$ cat config.mk
export PLATFORM = sky130hd
export DESIGN_NAME = wb_stage
export DESIGN_NICKNAME = d
export VERILOG_FILES = /design/src/rtl/wb_stage.sv
export SDC_FILE = /design/constraint.sdc
export NUM_CORES = 1
export LEC_CHECK = 0
export BUFFER_PORTS_ARGS = -buffer_cell sky130_fd_sc_hd__buf_2
export CAP_MARGIN = 20
export CELL_PAD_IN_SITES_DETAIL_PLACEMENT = 2
export CELL_PAD_IN_SITES_GLOBAL_PLACEMENT = 2
export CORE_MARGIN = 5
export CORE_UTILIZATION = 28
export CTS_BUF_LIST = sky130_fd_sc_hd__clkbuf_4
export CTS_CLUSTER_DIAMETER = 30
export CTS_CLUSTER_SIZE = 30
export DETAILED_ROUTE_END_ITERATION = 10
export PLACE_DENSITY = 0.85
export SYNTH_ARGS = -nofsm -noshare
export SYNTH_HDL_FRONTEND = slang
export SYNTH_SLANG_ARGS = --single-unit
$ cat constraint.sdc
create_clock -name clk -period 1.95 [get_ports clk]
set_clock_uncertainty 0.1 [all_clocks]
set_input_delay 0.0975 -clock clk [delete_from_list [all_inputs] [get_ports clk]]
set_output_delay 0.0975 -clock clk [all_outputs]
set_load 0.03 [all_outputs]
$ cat src/rtl/wb_stage.sv
// Writeback stage: MEM/WB register, writeback mux, register-file write port, WB->ID forwarding,
// sticky halt and retired counter. Define WB_FORWARD_EN to build the forwarding logic.
module wb_stage (
    input  logic        clk,
    input  logic        rst,
    input  logic        stall,
    input  logic        flush,
    input  logic        in_valid,
    input  logic        in_wrEn,
    input  logic [2:0]  in_wrReg,
    input  logic [1:0]  in_wbSel,
    input  logic [15:0] in_aluRes,
    input  logic [15:0] in_memData,
    input  logic [15:0] in_pcInc,
    input  logic        in_halt,
    input  logic [2:0]  id_read1regsel,
    input  logic [2:0]  id_read2regsel,
    output logic        write,
    output logic [2:0]  writeregsel,
    output logic [15:0] writedata,
    output logic        bypass,
    output logic        bypassReg,
    output logic        dual_hit,
    output logic        halt,
    output logic [15:0] retired,
    output logic        err
);

    localparam logic [1:0] SEL_ALU = 2'b00;
    localparam logic [1:0] SEL_MEM = 2'b01;
    localparam logic [1:0] SEL_PC  = 2'b10;
    localparam logic [1:0] SEL_RSV = 2'b11;

    logic        valid_r;
    logic        wren_r;
    logic [2:0]  wrreg_r;
    logic [1:0]  wbsel_r;
    logic [15:0] alures_r;
    logic [15:0] memdata_r;
    logic [15:0] pcinc_r;
    logic        haltflag_r;
    logic        done_r;
    logic        halted_r;
    logic [15:0] retired_r;

    logic        commit_s;
    logic        write_s;
    logic [15:0] wdata_s;

    assign commit_s = valid_r & ~done_r & ~halted_r;
    assign write_s  = commit_s & wren_r & (wbsel_r != SEL_RSV);

    // MEM/WB register, halt latch and retired counter; done marks an entry already committed
    always_ff @(posedge clk) begin
        if (rst) begin
            valid_r    <= 1'b0;
            wren_r     <= 1'b0;
            wrreg_r    <= 3'd0;
            wbsel_r    <= 2'b00;
            alures_r   <= 16'h0000;
            memdata_r  <= 16'h0000;
            pcinc_r    <= 16'h0000;
            haltflag_r <= 1'b0;
            done_r     <= 1'b0;
            halted_r   <= 1'b0;
            retired_r  <= 16'h0000;
        end else begin
            if (commit_s) begin
                retired_r <= retired_r + 16'd1;
            end
            if (commit_s && haltflag_r) begin
                halted_r <= 1'b1;
            end
            if (!halted_r) begin
                if (flush) begin
                    valid_r <= 1'b0;
                    done_r  <= 1'b0;
                end else if (stall) begin
                    done_r  <= valid_r;
                end else begin
                    valid_r    <= in_valid;
                    wren_r     <= in_wrEn;
                    wrreg_r    <= in_wrReg;
                    wbsel_r    <= in_wbSel;
                    alures_r   <= in_aluRes;
                    memdata_r  <= in_memData;
                    pcinc_r    <= in_pcInc;
                    haltflag_r <= in_halt;
                    done_r     <= 1'b0;
                end
            end
        end
    end

    // Writeback source select; the reserved encoding yields zero
    always_comb begin
        wdata_s = 16'h0000;
        case (wbsel_r)
            SEL_ALU: wdata_s = alures_r;
            SEL_MEM: wdata_s = memdata_r;
            SEL_PC:  wdata_s = pcinc_r;
            default: wdata_s = 16'h0000;
        endcase
    end

    assign write       = write_s;
    assign writeregsel = wrreg_r;
    assign writedata   = wdata_s;
    assign halt        = halted_r;
    assign retired     = retired_r;
    assign err         = valid_r & (wbsel_r == SEL_RSV);

`ifdef WB_FORWARD_EN
    logic m1_s;
    logic m2_s;
    logic bypass_s;
    logic bypassreg_s;
    logic dual_s;

    assign m1_s = (id_read1regsel == wrreg_r);
    assign m2_s = (id_read2regsel == wrreg_r);

    // Forward to port 1 when it matches, else port 2; a double match asks decode to stall
    always_comb begin
        bypass_s    = 1'b0;
        bypassreg_s = 1'b0;
        dual_s      = 1'b0;
        if (write_s) begin
            if (m1_s) begin
                bypass_s    = 1'b1;
                bypassreg_s = 1'b0;
                dual_s      = m2_s;
            end else if (m2_s) begin
                bypass_s    = 1'b1;
                bypassreg_s = 1'b1;
                dual_s      = 1'b0;
            end else begin
                bypass_s    = 1'b0;
                bypassreg_s = 1'b0;
                dual_s      = 1'b0;
            end
        end else begin
            bypass_s    = 1'b0;
            bypassreg_s = 1'b0;
            dual_s      = 1'b0;
        end
    end

    assign bypass    = bypass_s;
    assign bypassReg = bypassreg_s;
    assign dual_hit  = dual_s;
`else
    logic unused_s;
    assign unused_s  = ^{id_read1regsel, id_read2regsel};
    assign bypass    = 1'b0;
    assign bypassReg = 1'b0;
    assign dual_hit  = 1'b0;
`endif

endmodule

# After elaboration in Yosys (flattened, before gate mapping)
# Index checks and enable logic that the tools add are counted.
dict set report word_totals {
  regBits 74
  latch_bits 0
  mem_bits_rw 0
  romBits 0
  inputBits 66
  output_inout_bits 41
  wordCells 35
  n_memories 0
}
dict set report op_classes {
  add_sub_neg 1
  mul 0
  div_mod_pow 0
  order_cmp 0
  eq_ne 5
  shifts 0
  muxes 5
  bitwise_logic 9
  n_reduce_logical 4
}
# operator n
set ops {}
lappend ops {{$pmux 16 s3} 1}
lappend ops {{$add 16x1->16 const B} 1}
lappend ops {{$and 1x1->1} 5}
lappend ops {{$eq 2x2->1 const B} 2}
lappend ops {{$mux 1} 4}
lappend ops {{$not 1->1} 4}
lappend ops {{$reduce_and 3->1} 1}
lappend ops {{$eq 2x1->1 const B} 1}
lappend ops {{$logic_not 2->1} 1}
lappend ops {{$ne 2x1->1 const B} 1}
lappend ops {{$ne 2x2->1 const B} 1}
lappend ops {{$reduce_and 2->1} 1}
lappend ops {{$logic_and 1x1->1} 1}

# Longest topological paths before layout
# Gate-level depths: netlist of run 1.
dict set report logic_depth {
  ltp_word 5
  ltp_mapped 6
  ltp_nobuf 5
}

# Worst setup path before layout of run 1
# Ideal clock, no wire load.
dict set report synth_timing {
  kind {reg2reg}
  startpoint {register retired_r[0], in the netlist retired[0]}
  endpoint {register retired_r[14], in the netlist retired[14]}
  setup_ns 0.070
  arrival_time_ns 1.817
  t_required_ns 1.780
  path_slack_ns -0.038
  stages_incl_launch_ff 6
  path_buffers 0
  period_less_slack_ns 1.988
  path_cell_list {dfxtp_1 > ha_1 > inv_1 > or4_4 > or3_1 > a21oi_1}
}
dict set report synth_between {
  elab_chain_cells 1
}
# element line_no
set synth_rtl {}
lappend synth_rtl {{from (decl)} 44} ;# logic [15:0] retired_r;
lappend synth_rtl {{from (signal assigned)} 69} ;# retired_r <= retired_r + 16'd1;
lappend synth_rtl {{$add 16x1->16} 69}
# Every way passes these cells.
# A chain may end at the register's enable or synchronous reset.

# Worst setup path after layout of run 1
# Ends and elaborated chain as after synthesis.

==> results.md, run 1 <==
* Post-route ant nets at 0
* Share of the synthesized area in the top cell type at 47.4%
* Via/cell ratio at 4.79
* Non-Filler Instances at 698
* Routed vias at 3346
* CP Class: reg2reg
* Total number of clock tree sinks at 74
* Syn Std Cell Area at 0.00312 sq mm
* Synth async-reset ratio at 0%
* WL/cell at 18.3 um
* CTS tree: yes
* Remaining DRCs at 0
* Post-synthesis cell count at 401
* Crit start category: flop
* Share of layout cells above drive strength 1 at 26.0%
* Highest ir drop seen on vdd at 0.000244 V
* Placed insts at 624
* Synth top area cells: dfxtp_1 47%, nand2_1 16%, a21oi_1 9.5%, mux2i_1 5.4%, o21ai_0 2.9%
* Top FF cell, synth: dfxtp_1
* Routability Congestion at 0.754
* Mean Syn Cell Area at 7.79 sq um
* Final hold vios at 0
* Area growth from synthesis to layout at 46.0%
* DIE AREA at 0.0134 sq mm
* Worst-path maximum fanout at 5
* Setup-failing EPs final at 0
* Final Cycle Share at 96.1%
* Clk_lat worst skew at 0.42 ns
* Rows at 38
* Vias in the first global route at 3851
* FMAX at 0.534 GHz
* Die Ht at 116 um
* Maximum clock path buffer count at 2
* Fraction of the yosys area taken by sequential cells at 47.4%
* Setup crit end kind: flop
* Yosys top cell by area: dfxtp_1
* Final nets at 620
* Final WS setup at 0.0756 ns
* Crit path DAT at 2.13 ns
* TritonCTS buffer count at 9
* Worst hold path type: in2reg
* Top-count cell post-synth: nand2_1
* Final Util at 41.9%
* Max Cap Viol at 0
* Static leakage at 1.83 nW
* Chip width at 116 um
* Antenna violations before repair at 0
* Ant diodes at 0
* EDFF count, synth at 0
* RSZ-0062 raised after global routing: false
* First-pass GRT wire length at 19900 um
* PwrDens at 673 mW/mm^2
* Core footprint at 0.0109 sq mm
* Register bit total from synthesis at 74
* Power consumption at 3.07 mW
* GRT Total Usage at 19.4%
* Commonest cells post-synth: 132 x nand2_1, 74 x dfxtp_1, 59 x a21oi_1
* Total gr overflow at 0
* Required @ worst endpoint at 2.20 ns
* Slew Limit Fails at 0
* YS warnings at 0
* Post-Route WL at 12800 um
* Synth cell types at 32
* # H-tree levels at 3
* Root buffer cell: clkbuf_4
* Clock transition at path regs at 0.14 ns
* Largest net degree at the start of global routing at 56
* Drt first pass iters at 4
* Buffers on Ports at 97
* Post-Place Setup Slack at -0.0684 ns
* DRT iter0 DRCs at 114
* Dpl hpwl at 7600 um
* Top-level port count at 107
* Initial Util at 28.7%
* Result of the run: finished clean
* Post-CTS Setup Bufs at 0
* Final min period at 1.87 ns
[logic make-up after synthesis]
family / after synthesis / share of synthesized area, %
simple gates: 180 / 24.8
compound gates: 81 / 13.4
flops: 74 / 47.4
buf+inv: 35 / 4.85
mux: 19 / 6.17
xor+xnor: 10 / 2.80
fa+ha+maj: 1 / 0.400
other cells: 1 / 0.120
[power by group]
group / internal [mW] / switching (mW)
Sequential: 1.56 / 0.0319
Clock: 0.416 / 0.590
Combinational: 0.209 / 0.259
Total: 2.19 / 0.881
[layer usage]
layer / wire length [um] / global-route usage, % / up-vias
met4: 145 / 4.87 / 0
met5: 0 / 0 / -
met1: 5180 / 21.2 / 1642
li1: - / - / 1620
met3: 438 / 3.86 / 11
met2: 7020 / 38.1 / 73
[metrics by stage]
stage	hold slack, ns	instance area (sq um)	TNS, ns
6_report	0.0748	4560	0
5_1_grt	0.0635	4560	0
4_1_cts	0.0275	4540	0
3_5_place_dp	0.248	3800	-0.0989
3_3_place_gp	0.240	3800	0
2_1_floorplan	0.133	3130	0
[final timing paths]
path / startpoint / endpoint / slack (ns) / cells past startpoint
max: retired[0]$_SDFFE_PP0P_ / retired[14]$_SDFFE_PP0P_ / 0.08 / 5
min: stall / done_r$_SDFFE_PP0N_ / 0.07 / 4
max reg2reg: retired[0]$_SDFFE_PP0P_ / retired[14]$_SDFFE_PP0P_ / 0.08 / 5
min reg2reg: memdata_r[0]$_SDFFE_PP0P_ / memdata_r[0]$_SDFFE_PP0P_ / 0.37 / 2
[flip-flops by register name, summed over array words and instances, names as in the netlist]
register / count
memdata_r: 16
wbsel_r: 2
haltflag_r: 1
writeregsel: 3
retired: 16
valid_r: 1
alures_r: 16
wren_r: 1
pcinc_r: 16
done_r: 1
halt: 1
[critical path, stage by stage (launching register included)]
cell     delay, ns
dfxtp_4       0.40
ha_2          0.20
inv_1         0.07
or4_4         0.56
or3_1         0.32
a21oi_1       0.15
[final cells by class]
type	instances	area [sq um]
inverter	5	18.8
sequential	74	1490
timing repair buffer	169	1200
multi-input combinational	294	1530
clock buffer	11	82.6
tap	140	175
fill	1229	6330
clock inverter	5	55.1
[layout by cell type (no fill, tap or decap), types with 2 or more instances in the layout]
cell type      netlist  layout
a21oi_1             59      59
and3_1               2       2
buf_12               0       2
buf_2                1      96
buf_4                3      11
clkbuf_4             0      12
clkinv_2             0       2
clkinvlp_4           0       2
conb_1               1       3
dfxtp_1             74      68
dfxtp_2              0       4
dfxtp_4              0       2
dlygate4sd3_1        0      58
inv_1                5       5
mux2_2               2       2
mux2i_1             17      16
nand2_1            132     132
nand3_1              8       8
nand4_1              2       2
nor2_1              15      15
nor2b_1              5       4
nor3_1               3       2
nor4_1               6       6
o21ai_0             18      10
o21ai_1              0       8
or3_1                3       2
xnor2_1              7       7
xor2_1               3       3
[repair_timing]
| action | in CTS | in global routing |
|---|---|---|
| hold endpoints to repair | 60 | 0 |
| cloned | 0 | 0 |
| gates resized for setup | 4 | 11 |
| endpoints found under the setup margin | 3 | 13 |
| hold buffers | 58 | 0 |
| pin swaps | 0 | 0 |
(Power assumes the default switching activity.)
==> run 2: changes to the inputs <==
SETUP_SLACK_MARGIN = 0.3   (was not set)
==> run 2 against run 1 <==
Against the previous run: routed wire length increased by 25%; first-iteration DRC count increased by 15%; clock power decreased by 9%; register-to-register slack about the same; power increased by 1.9%.
==> results.md, run 2 (synthesized netlist as in run 1, its figures left out) <==
* Result of the run: finished clean (unchanged)
* Most frequent cells in the layout: 121 x nand2_1, 79 x buf_2, 61 x dfxtp_1, 58 x dlygate4sd3_1, 57 x a21oi_1 (was 132 x nand2_1, 96 x buf_2, 68 x dfxtp_1, 59 x a21oi_1, 58 x dlygate4sd3_1)
* Crit start category: flop (unchanged)
* Final nets at 633 (was 620)
* Static leakage at 2.06 nW (was 1.83 nW)
* Total gr overflow at 0 (unchanged)
* Finished Cell Area at 0.00519 sq mm (was 0.00456 sq mm)
* Setup-failing EPs final at 0 (unchanged)
* Buffers on Ports at 97 (unchanged)
* Rows at 38 (unchanged)
* Setup_tns at 0 ns (unchanged)
* Drt first pass iters at 4 (unchanged)
* Root buffer cell: clkbuf_4 (unchanged)
* Largest net degree at the start of global routing at 35 (was 56)
* Initial Util at 28.7% (unchanged)
* # H-tree levels at 3 (unchanged)
* Clk_lat worst skew at 0.45 ns (was 0.42 ns)
* GRT Total Usage at 21.9% (was 19.4%)
* Area growth from synthesis to layout at 66.2% (was 46.0%)
* RSZ-0062 raised after global routing: true (was false)
* FF+latch area at 0.00151 sq mm (was 0.00149 sq mm)
* Post-Route WL at 16000 um (was 12800 um)
* Remaining DRCs at 0 (unchanged)
* Clock transition at path regs at 0.16 ns (was 0.14 ns)
* CP max stage delay at 0.46 ns (was 0.56 ns)
* Worst hold path type: in2reg (unchanged)
* Worst-path maximum fanout at 4 (was 5)
* Maximum clock path buffer count at 2 (unchanged)
* Antenna violations before repair at 3 (was 0)
* Max Cap Viol at 0 (unchanged)
* PwrDens at 603 mW/mm^2 (was 673 mW/mm^2)
* Dpl hpwl at 7870 um (was 7600 um)
* Required @ worst endpoint at 2.20 ns (about the same)
* Routed vias at 3569 (was 3346)
* DRT iter0 DRCs at 131 (was 114)
* Highest ir drop seen on vdd at 0.000296 V (was 0.000244 V)
* Crit path DAT at 2.11 ns (was 2.13 ns)
* Post-route ant nets at 0 (unchanged)
* Core footprint at 0.0109 sq mm (unchanged)
* CP Class: reg2reg (unchanged)
* Final Cycle Share at 95.5% (was 96.1%)
* DIE AREA at 0.0134 sq mm (unchanged)
* Setup crit end kind: flop (unchanged)
* Final min period at 1.86 ns (was 1.87 ns)
* FMAX at 0.537 GHz (was 0.534 GHz)
* Most common cell after layout, fill and taps aside: nand2_1 (unchanged)
* Critical-path cell list: ha_4, inv_1, or3_1, o31a_1, o21ba_2 (was ha_2, inv_1, or4_4, or3_1, a21oi_1)
* Top-level port count at 107 (unchanged)
* Die Ht at 116 um (unchanged)
* Fill count at 1168 (was 1229)
* Total number of clock tree sinks at 74 (unchanged)
* Share of layout cells above drive strength 1 at 37.7% (was 26.0%)
* TritonCTS buffer count at 9 (unchanged)
* Post-DP Area at 0.00380 sq mm (about the same)
* Routability Congestion at 0.744 (was 0.754)
* First-pass GRT wire length at 22200 um (was 19900 um)
* CTS tree: yes (unchanged)
* WL/cell at 22.4 um (was 18.3 um)
* Multi-input logic area at 0.00187 sq mm (was 0.00153 sq mm)
* Final hold vios at 0 (unchanged)
* Vias in the first global route at 4027 (was 3851)
* Chip width at 116 um (unchanged)
* Slew Limit Fails at 0 (unchanged)
* Via/cell ratio at 5.00 (was 4.79)
* Slowest CP cell: or3_1 (was or4_4)
[run 2: cell count changes in the layout (fill, tap and decap cells not counted), moves of 4 or more]
cell,previous run,this run
nand2_1,132,121
mux2i_1,16,2
o21ai_2,0,12
nand2_2,0,9
buf_6,1,21
dfxtp_1,68,61
buf_2,96,79
buf_4,11,17
nor4_1,6,2
o21ai_1,8,2
mux2i_2,1,6
mux2i_4,0,9
o21ai_0,10,2
dfxtp_2,4,8
[run 2: repair_timing]
item                                    in CTS  in global routing
endpoints found under the setup margin      32                 55
buffers inserted                             6                  6
gates cloned                                 3                  0
pin swaps                                    7                  8
resized for setup                           94                 49
hold buffers                                58                  0
endpoints found under the hold margin       63                  0
[run 2: worst paths after layout]
check	startpoint	endpoint	slack [ns]	depth (start not counted)
worst max-delay path	retired[1]$_SDFFE_PP0P_	retired[12]$_SDFFE_PP0P_	0.09	5
worst min-delay path	stall	memdata_r[7]$_SDFFE_PP0P_	0.09	5
worst max register to register	retired[1]$_SDFFE_PP0P_	retired[12]$_SDFFE_PP0P_	0.09	5
worst min register to register	alures_r[15]$_SDFFE_PP0P_	alures_r[15]$_SDFFE_PP0P_	0.38	2
[run 2: where the power goes]
part	switching (mW)	internal, mW	leakage (nW)
clock network	0.651	0.272	0.0710
registers	0.0544	1.56	0.610
logic	0.313	0.279	1.38
[run 2: worst max-delay path: cells and delay by family, from the launching register on]
| family | cells | cell delay (ns) |
|---|---|---|
| AOI/OAI and AO/OA | 2 | 0.56 |
| buffers and inverters | 1 | 0.07 |
| and+or+nand+nor | 1 | 0.46 |
| adders and majority gates | 1 | 0.16 |
| DFF | 1 | 0.42 |
[run 2: final cells by class]
type | count | share of cell area, %
clock inverters | 7 | 0.988
repair buffers | 182 | 28.7
inverters | 5 | 0.361
flip-flops and latches | 74 | 29.1
well taps | 140 | 3.37
clock buffers | 9 | 1.30
multi-input cells | 294 | 36.1
diodes | 3 | 0.145
[run 2: metal layers]
layer | up-vias | routed length [um] | global-route usage [%]
met3 | 33 | 523 | 2.98
met5 | - | 0 | 0
met1 | 1774 | 6140 | 23.9
li1 | 1658 | - | -
met4 | 0 | 581 | 9.36
met2 | 104 | 8760 | 42.1
[run 2: metrics by stage]
stage / power, mW / hold slack, ns / worst slack (ns) / utilization (%) / std cells
detailed placement: 1.99 / 0.250 / -0.102 / 34.9 / 622
floorplan: 1.84 / 0.133 / 0.109 / - / 403
CTS: 3.05 / 0.0604 / 0.111 / 45.2 / 705
global placement: 1.97 / 0.242 / 0.0867 / 34.9 / 622
global route: 3.27 / 0.0799 / 0.0598 / 47.7 / 714
finish: 3.13 / 0.0885 / 0.0885 / 47.7 / 714
==> run 3: changes to the inputs <==
CORE_UTILIZATION = 30   (was 28)
PLACE_DENSITY = 0.9   (was 0.85)
clock period = 2.2 ns   (was 1.95 ns; I/O delays follow)
==> run 3 against run 2 <==
Against the previous run: cell area is 9.5% lower; clock-buffer cell count stayed put; register-to-register slack better by 0.23 ns; routed wire length is 13% lower.
==> results.md, run 3 (synthesized netlist as in run 1, its figures left out) <==
* CTS tree: yes (unchanged)
* DRT iter0 DRCs at 116 (was 131)
* Ant diodes at 0 (was 3)
* Core footprint at 0.0102 sq mm (was 0.0109 sq mm)
* Highest Signal Layer: met4 (unchanged)
* Max Cap Viol at 0 (unchanged)
* Final nets at 627 (was 633)
* Switching share of power at 27.5% (was 32.5%)
* Final Cycle Share at 85.4% (was 95.5%)
* Worst hold path type: in2reg (unchanged)
* Die Ht at 112 um (was 116 um)
* R2R setup slack at 0.32 ns (was 0.09 ns)
* Placed insts at 613 (was 622)
* Chip width at 112 um (was 116 um)
* Crit path DAT at 2.09 ns (was 2.11 ns)
* Routability Congestion at 0.821 (was 0.744)
* Hold slack final at 0.131 ns (was 0.0885 ns)
* TritonCTS buffer count at 9 (unchanged)
* Met3 wire length at 498 um (was 523 um)
* Setup crit end kind: flop (unchanged)
* Maximum clock path buffer count at 2 (unchanged)
* Rows at 37 (was 38)
* Final min period at 1.88 ns (was 1.86 ns)
* Total number of clock tree sinks at 74 (unchanged)
* Largest net degree at the start of global routing at 58 (was 35)
* Required @ worst endpoint at 2.41 ns (was 2.20 ns)
* Hold Path End: done_r$_SDFFE_PP0N_ (was memdata_r[7]$_SDFFE_PP0P_)
* Final WS setup at 0.321 ns (was 0.0885 ns)
* R2R Path End: retired[13]$_SDFFE_PP0P_ (was retired[12]$_SDFFE_PP0P_)
* Crit start category: flop (unchanged)
* Setup_tns at 0 ns (unchanged)
* GRT Total Usage at 20.6% (was 21.9%)
* CP Class: reg2reg (unchanged)
* Clk_lat worst skew at 0.42 ns (was 0.45 ns)
* Result of the run: finished clean (unchanged)
* Sw Pwr at 0.769 mW (was 1.02 mW)
* RSZ-0062 raised after global routing: true (unchanged)
* Via/cell ratio at 4.88 (was 5.00)
* Static leakage at 1.91 nW (was 2.06 nW)
* Slew Limit Fails at 0 (unchanged)
* Antenna violations before repair at 0 (was 3)
* Root buffer cell: clkbuf_4 (unchanged)
* First-pass GRT wire length at 20600 um (was 22200 um)
* R2r worst-path depth at 4 (was 5)
* Final hold vios at 0 (unchanged)
* Power Internal at 2.03 mW (was 2.11 mW)
* Vias in the first global route at 3879 (was 4027)
* Remaining DRCs at 0 (unchanged)
* Most frequent cells in the layout: 132 x nand2_1, 94 x buf_2, 67 x dfxtp_1, 59 x a21oi_1, 59 x dlygate4sd3_1 (was 121 x nand2_1, 79 x buf_2, 61 x dfxtp_1, 58 x dlygate4sd3_1, 57 x a21oi_1)
* WL/cell at 19.8 um (was 22.4 um)
* Drt first pass iters at 4 (unchanged)
* Post-Place Setup Slack at 0.188 ns (was -0.102 ns)
* Worst Min Path Start: stall (unchanged)
* Buffers on Ports at 97 (unchanged)
* Met1 WL at 5500 um (was 6140 um)
* FF-to-FF Start: valid_r$_SDFFE_PP0P_ (was retired[1]$_SDFFE_PP0P_)
* Reg power frac at 50.5% (was 51.6%)
* Dpl hpwl at 7780 um (was 7870 um)
* FMAX at 0.532 GHz (was 0.537 GHz)
* Area growth from synthesis to layout at 50.5% (was 66.2%)
* Highest ir drop seen on vdd at 0.000293 V (was 0.000296 V)
* Post-Route WL at 13800 um (was 16000 um)
* Clock power share at 33.7% (was 29.5%)
* Hold path cells at 4 (was 5)
* DIE AREA at 0.0126 sq mm (was 0.0134 sq mm)
* Routed vias at 3413 (was 3569)
* Top-level port count at 107 (unchanged)
* Post-route ant nets at 0 (unchanged)
* Total gr overflow at 0 (unchanged)
* PwrDens at 596 mW/mm^2 (was 603 mW/mm^2)
* Relative slew slack at 60.9%
* Met2 wire len at 7640 um (was 8760 um)
* Critical Path Start: valid_r$_SDFFE_PP0P_ (was retired[1]$_SDFFE_PP0P_)
* Worst-Margin Slew at 0.581 ns
* Most common cell after layout, fill and taps aside: nand2_1 (unchanged)
* Clock transition at path regs at 0.13 ns (was 0.16 ns)
* Non-Filler Instances at 700 (was 714)
* Initial Util at 30.5% (was 28.7%)
* Comb power frac at 15.8% (was 18.9%)
* Worst-path maximum fanout at 6 (was 4)
* Setup-failing EPs final at 0 (unchanged)
* Share of layout cells above drive strength 1 at 26.8% (was 37.7%)
* # H-tree levels at 3 (unchanged)
==> run 3: changes by cell type in the layout (fill, tap and decap cells not counted), moves of 5 or more <==
cell,previous run,this run
buf_6,21,3
buf_2,79,94
mux2i_1,2,16
o21ai_2,12,0
nand2_1,121,132
mux2i_4,9,0
nand2_2,9,0
o21ai_0,2,11
dfxtp_1,61,67
dfxtp_2,8,2
mux2i_2,6,1
o21ai_1,2,7
==> run 3: area by class of cell <==
cell class	count	area [sq um]
repair buffers	176	1310
clock inverters	6	82.6
fillers	1158	5530
inverters	5	18.8
flip-flops and latches	74	1500
well taps	136	170
clock buffers	9	67.6
multi-input cells	294	1550
==> run 3: metrics by stage <==
step	instance area, sq um	power (mW)	utilization (%)
after global placement	3740	1.75	36.6
after CTS	4520	2.80	44.2
after detailed placement	3740	1.77	36.6
final	4700	2.80	46.0
after floorplan	3140	1.63	-
after global routing	4700	2.93	46.0
==> run 3: timing repair <==
item                                    4_1_cts  5_1_grt
gates cloned                                  0        3
hold buffers                                 59        0
resized for setup                             9       18
endpoints found under the hold margin        63        0
pin swaps                                     0        3
setup buffers                                 0       10
endpoints found under the setup margin       18       16
==> run 3: how the worst max path moves through the flow <==
| stage | endpoint | slack, ns |
|---|---|---|
| 4_1_cts | writedata[3] | 0.32 |
| 3_5_place_dp | retired[13]$_SDFFE_PP0P_ | 0.19 |
| 6_report | retired[13]$_SDFFE_PP0P_ | 0.32 |
| 5_1_grt | write | 0.23 |
| 2_1_floorplan | retired[14]$_SDFFE_PP0P_ | 0.31 |
| 3_3_place_gp | retired[13]$_SDFFE_PP0P_ | 0.34 |
==> run 3: worst max-delay path, cell delays in order, from the launching register on <==
cell and delay [ns]:
dfxtp_4 0.41, nor4bb_4 0.35, nand3_1 0.22, nor4_1 0.31, mux2_2 0.38
==> run 3: power groups by stage <==
stage | combinational, mW | sequential, mW | clock, mW
detailed placement | 0.322 | 1.45 | 0
floorplan | 0.183 | 1.44 | 0
global route | 0.478 | 1.42 | 1.03
finish | 0.442 | 1.42 | 0.944
CTS | 0.406 | 1.42 | 0.973
global placement | 0.310 | 1.44 | 0
==> run 3: metal layers <==
layer	GRT usage, %	vias to the layer above
met5	0	-
met4	4.57	0
met3	4.20	18
met2	40.6	88
met1	22.4	1675
li1	-	1632
